--- config.mk ---
export PLATFORM = sky130hd
export DESIGN_NAME = pipe_stage_reg
export DESIGN_NICKNAME = d
export VERILOG_FILES = /design/src/rtl/pipe_stage_reg.sv
export SDC_FILE = /design/constraint.sdc
export NUM_CORES = 1
export LEC_CHECK = 0
export ABC_AREA = 0
export BUFFER_PORTS_ARGS = -buffer_cell sky130_fd_sc_hd__buf_2
export CORE_AREA = 2 2 39 41
export DETAILED_ROUTE_END_ITERATION = 16
export DIE_AREA = 0 0 41 43
export HOLD_SLACK_MARGIN = 0.05
export MAX_ROUTING_LAYER = met4
export PLACE_DENSITY = 0.71
export SLEW_MARGIN = 20
export SYNTH_ARGS = -nofsm -noshare
export SYNTH_HDL_FRONTEND = slang
export SYNTH_SLANG_ARGS = --single-unit
--- constraint.sdc ---
create_clock -name clk -period 1.5 [get_ports clk]
set_input_delay 0.075 -clock clk [delete_from_list [all_inputs] [get_ports clk]]
set_output_delay 0.075 -clock clk [all_outputs]
set_load 0.02 [all_outputs]
--- src/rtl/pipe_stage_reg.sv ---
// Valid/ready pipeline register: one main entry, optional skid entry when
// PIPE_STAGE_REG_SKID_EN is defined (registered in_ready, capacity 2).
module pipe_stage_reg #(
  parameter int unsigned      WIDTH     = 8,
  parameter logic [WIDTH-1:0] KILL_MASK = '1
) (
  input  logic             clk,
  input  logic             reset_n,
  input  logic             in_valid,
  output logic             in_ready,
  input  logic [WIDTH-1:0] in_data,
  input  logic             flush,
  output logic             out_valid,
  input  logic             out_ready,
  output logic [WIDTH-1:0] out_data
);

  logic             main_valid_q, main_valid_d;
  logic [WIDTH-1:0] main_data_q, main_data_d;
  logic             accept;
  logic             out_fire;

  assign accept   = in_valid && in_ready;
  assign out_fire = main_valid_q && out_ready;

`ifdef PIPE_STAGE_REG_SKID_EN
  logic             skid_valid_q, skid_valid_d;
  logic [WIDTH-1:0] skid_data_q, skid_data_d;

  assign in_ready = !skid_valid_q;

  // skid_valid implies main_valid, so a full stage only ever drains skid->main
  always_comb begin
    main_valid_d = main_valid_q;
    main_data_d  = main_data_q;
    skid_valid_d = skid_valid_q;
    skid_data_d  = skid_data_q;
    if (flush) begin
      main_valid_d = 1'b0;
      skid_valid_d = 1'b0;
    end else if (skid_valid_q) begin
      if (out_ready) begin
        main_data_d  = skid_data_q;
        skid_valid_d = 1'b0;
      end
    end else if (accept) begin
      if (main_valid_q && !out_ready) begin
        skid_valid_d = 1'b1;
        skid_data_d  = in_data;
      end else begin
        main_valid_d = 1'b1;
        main_data_d  = in_data;
      end
    end else if (out_fire) begin
      main_valid_d = 1'b0;
    end
  end

  always_ff @(posedge clk or negedge reset_n) begin
    if (!reset_n) begin
      skid_valid_q <= 1'b0;
      skid_data_q  <= '0;
    end else begin
      skid_valid_q <= skid_valid_d;
      skid_data_q  <= skid_data_d;
    end
  end
`else
  assign in_ready = !main_valid_q || out_ready;

  always_comb begin
    main_valid_d = main_valid_q;
    main_data_d  = main_data_q;
    if (flush) begin
      main_valid_d = 1'b0;
    end else if (accept) begin
      main_valid_d = 1'b1;
      main_data_d  = in_data;
    end else if (out_fire) begin
      main_valid_d = 1'b0;
    end
  end
`endif

  always_ff @(posedge clk or negedge reset_n) begin
    if (!reset_n) begin
      main_valid_q <= 1'b0;
      main_data_q  <= '0;
    end else begin
      main_valid_q <= main_valid_d;
      main_data_q  <= main_data_d;
    end
  end

  assign out_valid = main_valid_q;
  assign out_data  = main_data_q & (main_valid_q ? {WIDTH{1'b1}} : ~KILL_MASK);

endmodule

* After elaboration in Yosys (flattened, before gate mapping)
Cells that the tools add are included.
Word-level totals: flip-flop bits (word level) 9, output and inout port bits 10, bits of input ports 13
Operators by class: reductions and logical operators 6, mux-type cells 4, bitwise gates (word level) 2
Operators by type and width (count):
- $and 8x8->8 | 1
- $mux 8 | 1
- $mux 1 | 3
- $reduce_bool 3->1 | 1
- $logic_and 1x1->1 | 2
- $reduce_and 2->1 | 1
- $logic_not 1->1 | 1
- $logic_or 1x1->1 | 1
- $not 1->1 | 1

* Depth between registers and ports, before layout
depth in word-level cells 5, gate-level depth with buffers 3

* Least setup slack after synthesis
Ideal clock, no wire load.
kind reg2reg, start register main_valid_q, in the netlist out_valid, end register main_data_q[0], path buffers 0, library setup time 125 ps, cell stages (with the launch flop) 4, period minus slack after synthesis 1473 ps, setup slack 27 ps, arrival 1348 ps, cells stage by stage dfrtp_1 -> nor2b_4 -> nor3b_4 -> mux2_2
On the way: cells in the longest elaborated chain, start to end 4
RTL lines:
- from (decl) | line 18 | logic main_valid_q, main_valid_d;
- from (signal assigned) | line 90 | main_valid_q <= main_valid_d;
- $logic_not 1->1 | line 69 | assign in_ready = !main_valid_q || out_ready;
- $logic_or 1x1->1 | line 69
- $logic_and 1x1->1 | line 23 | assign accept = in_valid && in_ready;
- $reduce_and 2->1 (no line)
- to (signal assigned) | line 91 | main_data_q <= main_data_d;
- to (decl) | line 19 | logic [WIDTH-1:0] main_data_q, main_data_d;
No other way between the ends. A chain may end at the register's enable or synchronous reset.

* Final worst setup path
start register main_valid_q, in the netlist out_valid, end register main_data_q[6]
Same word-level chain as after synthesis.

==> flow_summary.toml <==
[power_and_ir_drop]
p_leak_nw = 0.315
p_int_uw = 464
swShare = 0.253
finalPower_uw = 622
p_per_area_nw_per_um2 = 998
irDropWorstVdd_mv = 0.364
power.net_switching_uw = 157
pwr-share-comb = 0.234
p_clk_frac = 0.289
seq_power_share = 0.477

[sta]
relSlewSlack = 0.729
fin_worst_skew_ps = 4.29
min_period_over_period = 0.931
maxSlewViolCount = 0
period_minus_slack_ps = 1400
fmax_ghz = 0.716
tightest_slew_ps = 406
rsz0062_at_grt = "false"
hold_viol = 0
finalSetupTns_ps = 0
finalSetupViolations = 0

[clock_tree]
cts_resized = 0
cts_sinks = 9
clock_latency_ps = 250
clockBufferDepth = 2
holdBufCountCts = 4
clock_tree.root_cell = "clkbuf_4"
htree_num_levels = 1
postCtsSetupRepairBufs = 0
cts_buffers = 3
cts_tree = "done"
clk_transition_reported_paths_ps = 60

[grt]
antenna_found_initial = 0
grt_pass1_vias = 282
use_met2 = 0.166
grt_pass1_wl_um = 1080
met3_usage = 0.0314
grt_max_degree = 10
busiest_layer = "met2"
grt_overflow = 0
use_met1 = 0.0864
grt_util_all_layers = 0.101

[yosys]
async_reset_ff_frac = 1.00
ys_ff_latch = 9
synth.yosys.seq_area_share = 0.537
syn-cell-area_um2 = 419
synth.net_count = 43
synthTopCellsByArea = "dfrtp_1 54%, mux2_2 21%, and2_2 14%"
synth_edf_count = 0
yosysMostFrequentCell = "dfrtp_1"
avgSynthCellArea_um2 = 14.0
synth.distinct_cells = 7
syn_inst = 30
synth_top_area_cell = "dfrtp_1"
ys.flop_type = "dfrtp_1"
synth_top_area_share = 0.537
synth_common_cells = "9 x dfrtp_1, 8 x and2_2, 8 x mux2_2"
yosysWarnings = 0

[hold_path]
hold_path.class = "input pin to flop"
hold_end = "main_data_q[1]"
hold_path_startpoint = "in_data[1]"
min_path_cells = 2

[floorplanning]
start_util = 0.303
io_pins = 23
die_area_um2 = 1760
die_h_um = 43
core_area_um2 = 1380
fp-row-count = 14
die_x_um = 41

[outcome]
status = "complete, no violations"

[setup_path]
reg2reg_slack_ps = 100
critPathMaxStageDelay_ps = 390
crit_fanout = 8
reg2regPathDepth = 3
cp_slowest_cell = "mux2_2"
r2r_end = "main_data_q[6]"
cp.arrival_ps = 1530
crit_chain = "nor2b_4, nor3b_4, mux2_2"
end_kind = "flop"
required_ps = 1630
start_kind = "flop"
regToRegStartpoint = "out_valid"
crit_path_start = "out_valid"
criticalPathCategory = "flop to flop"

[finish]
syn_to_final_growth_pct = 48.7
drive_above_1_share = 0.721
fillers = 137
nets = 75
antenna_cells = 0
final_area_um2 = 623

[job]
max-cap-violations = 0

[placed_design]
postPlaceCellArea_um2 = 557
routabilityCongestion = 0.649
port_buffers = 22

[routing]
first_pass_iters = 1
drc_errors = 0
postRouteAntennaNets = 0
via_count = 320
drtIter0Drc = 0
post_drt_via_cell_ratio = 4.16
wire_per_inst_um = 9.58
wirelength_um = 738
-- worst max path at each step --
| stage | to | slack, ps | depth (start not counted) |
|---|---|---|---|
| CTS | main_data_q[6] | 90 | 3 |
| global placement | main_data_q[0] | 120 | 3 |
| detailed placement | main_data_q[6] | 100 | 3 |
| global route | main_data_q[0] | 30 | 3 |
| finish | main_data_q[6] | 100 | 3 |
| floorplan | main_data_q[0] | 30 | 3 |
-- logic make-up (layout without fill, tap and decap cells) --
kind of cell | count (synthesis) | count (layout) | share of synthesized area
buffers and inverters | 1 | 32 | 0.00895
muxes | 8 | 8 | 0.215
and+or+nand+nor | 12 | 12 | 0.239
DFF | 9 | 9 | 0.537
-- worst max-delay path, delay by kind of cell, from the launching register on --
| kind | cells | cell delay [ps] |
|---|---|---|
| multiplexers | 1 | 390 |
| AND/OR/NAND/NOR | 2 | 510 |
| flip-flops | 1 | 370 |
-- flip-flops by register name (all words and copies together) (netlist names) --
name / flops
out_valid: 1
main_data_q: 8
-- power groups by stage --
stage               Clock (mW)  Sequential, mW  Combinational [mW]
global route             0.197           0.301               0.162
detailed placement           0           0.302               0.139
CTS                      0.187           0.297               0.148
global placement             0           0.300               0.137
floorplan                    0           0.300              0.0881
finish                   0.180           0.297               0.145
-- per-stage QoR --
| stage | instances | worst slack, ps | utilization | hold slack [ps] |
|---|---|---|---|---|
| after floorplan | 30 | 26.8 | - | -221 |
| after global placement | 69 | 122 | 0.402 | -67.4 |
| after detailed placement | 69 | 103 | 0.402 | -62.4 |
| after CTS | 77 | 88.8 | 0.450 | 50.7 |
| after global routing | 77 | 31.6 | 0.450 | 51.4 |
| final | 77 | 104 | 0.450 | 55.6 |
-- routing by layer --
| layer | routed length (um) | vias up | share of wire |
|---|---|---|---|
| li1 | - | 161 | - |
| met1 | 312 | 141 | 0.42 |
| met2 | 343 | 16 | 0.46 |
| met3 | 73 | 2 | 0.099 |
| met4 | 8 | 0 | 0.011 |
| met5 | 0 | - | 0 |
-- cells in the final DEF (no fill, tap or decap) --
| cell type | netlist | routed |
|---|---|---|
| dfrtp_1 | 9 | 9 |
| buf_2 | 0 | 22 |
| and2_2 | 8 | 8 |
| nor3b_4 | 1 | 1 |
| nor2_1 | 2 | 2 |
| clkbuf_4 | 0 | 3 |
| clkbuf_1 | 0 | 1 |
| dlygate4sd3_1 | 0 | 4 |
| nor2b_4 | 1 | 1 |
| inv_1 | 1 | 1 |
| mux2_2 | 8 | 8 |
| buf_4 | 0 | 1 |
-- cell type report --
cell class	instances	area, um^2	share of cell area
flip-flops and latches	9	225	0.361
multi-input cells	20	190	0.305
repair buffers	27	158	0.253
clock buffers	4	26.3	0.0422
well taps	16	20.0	0.0321
inverters	1	3.75	0.00602
Power figures use the tool's default switching activity.
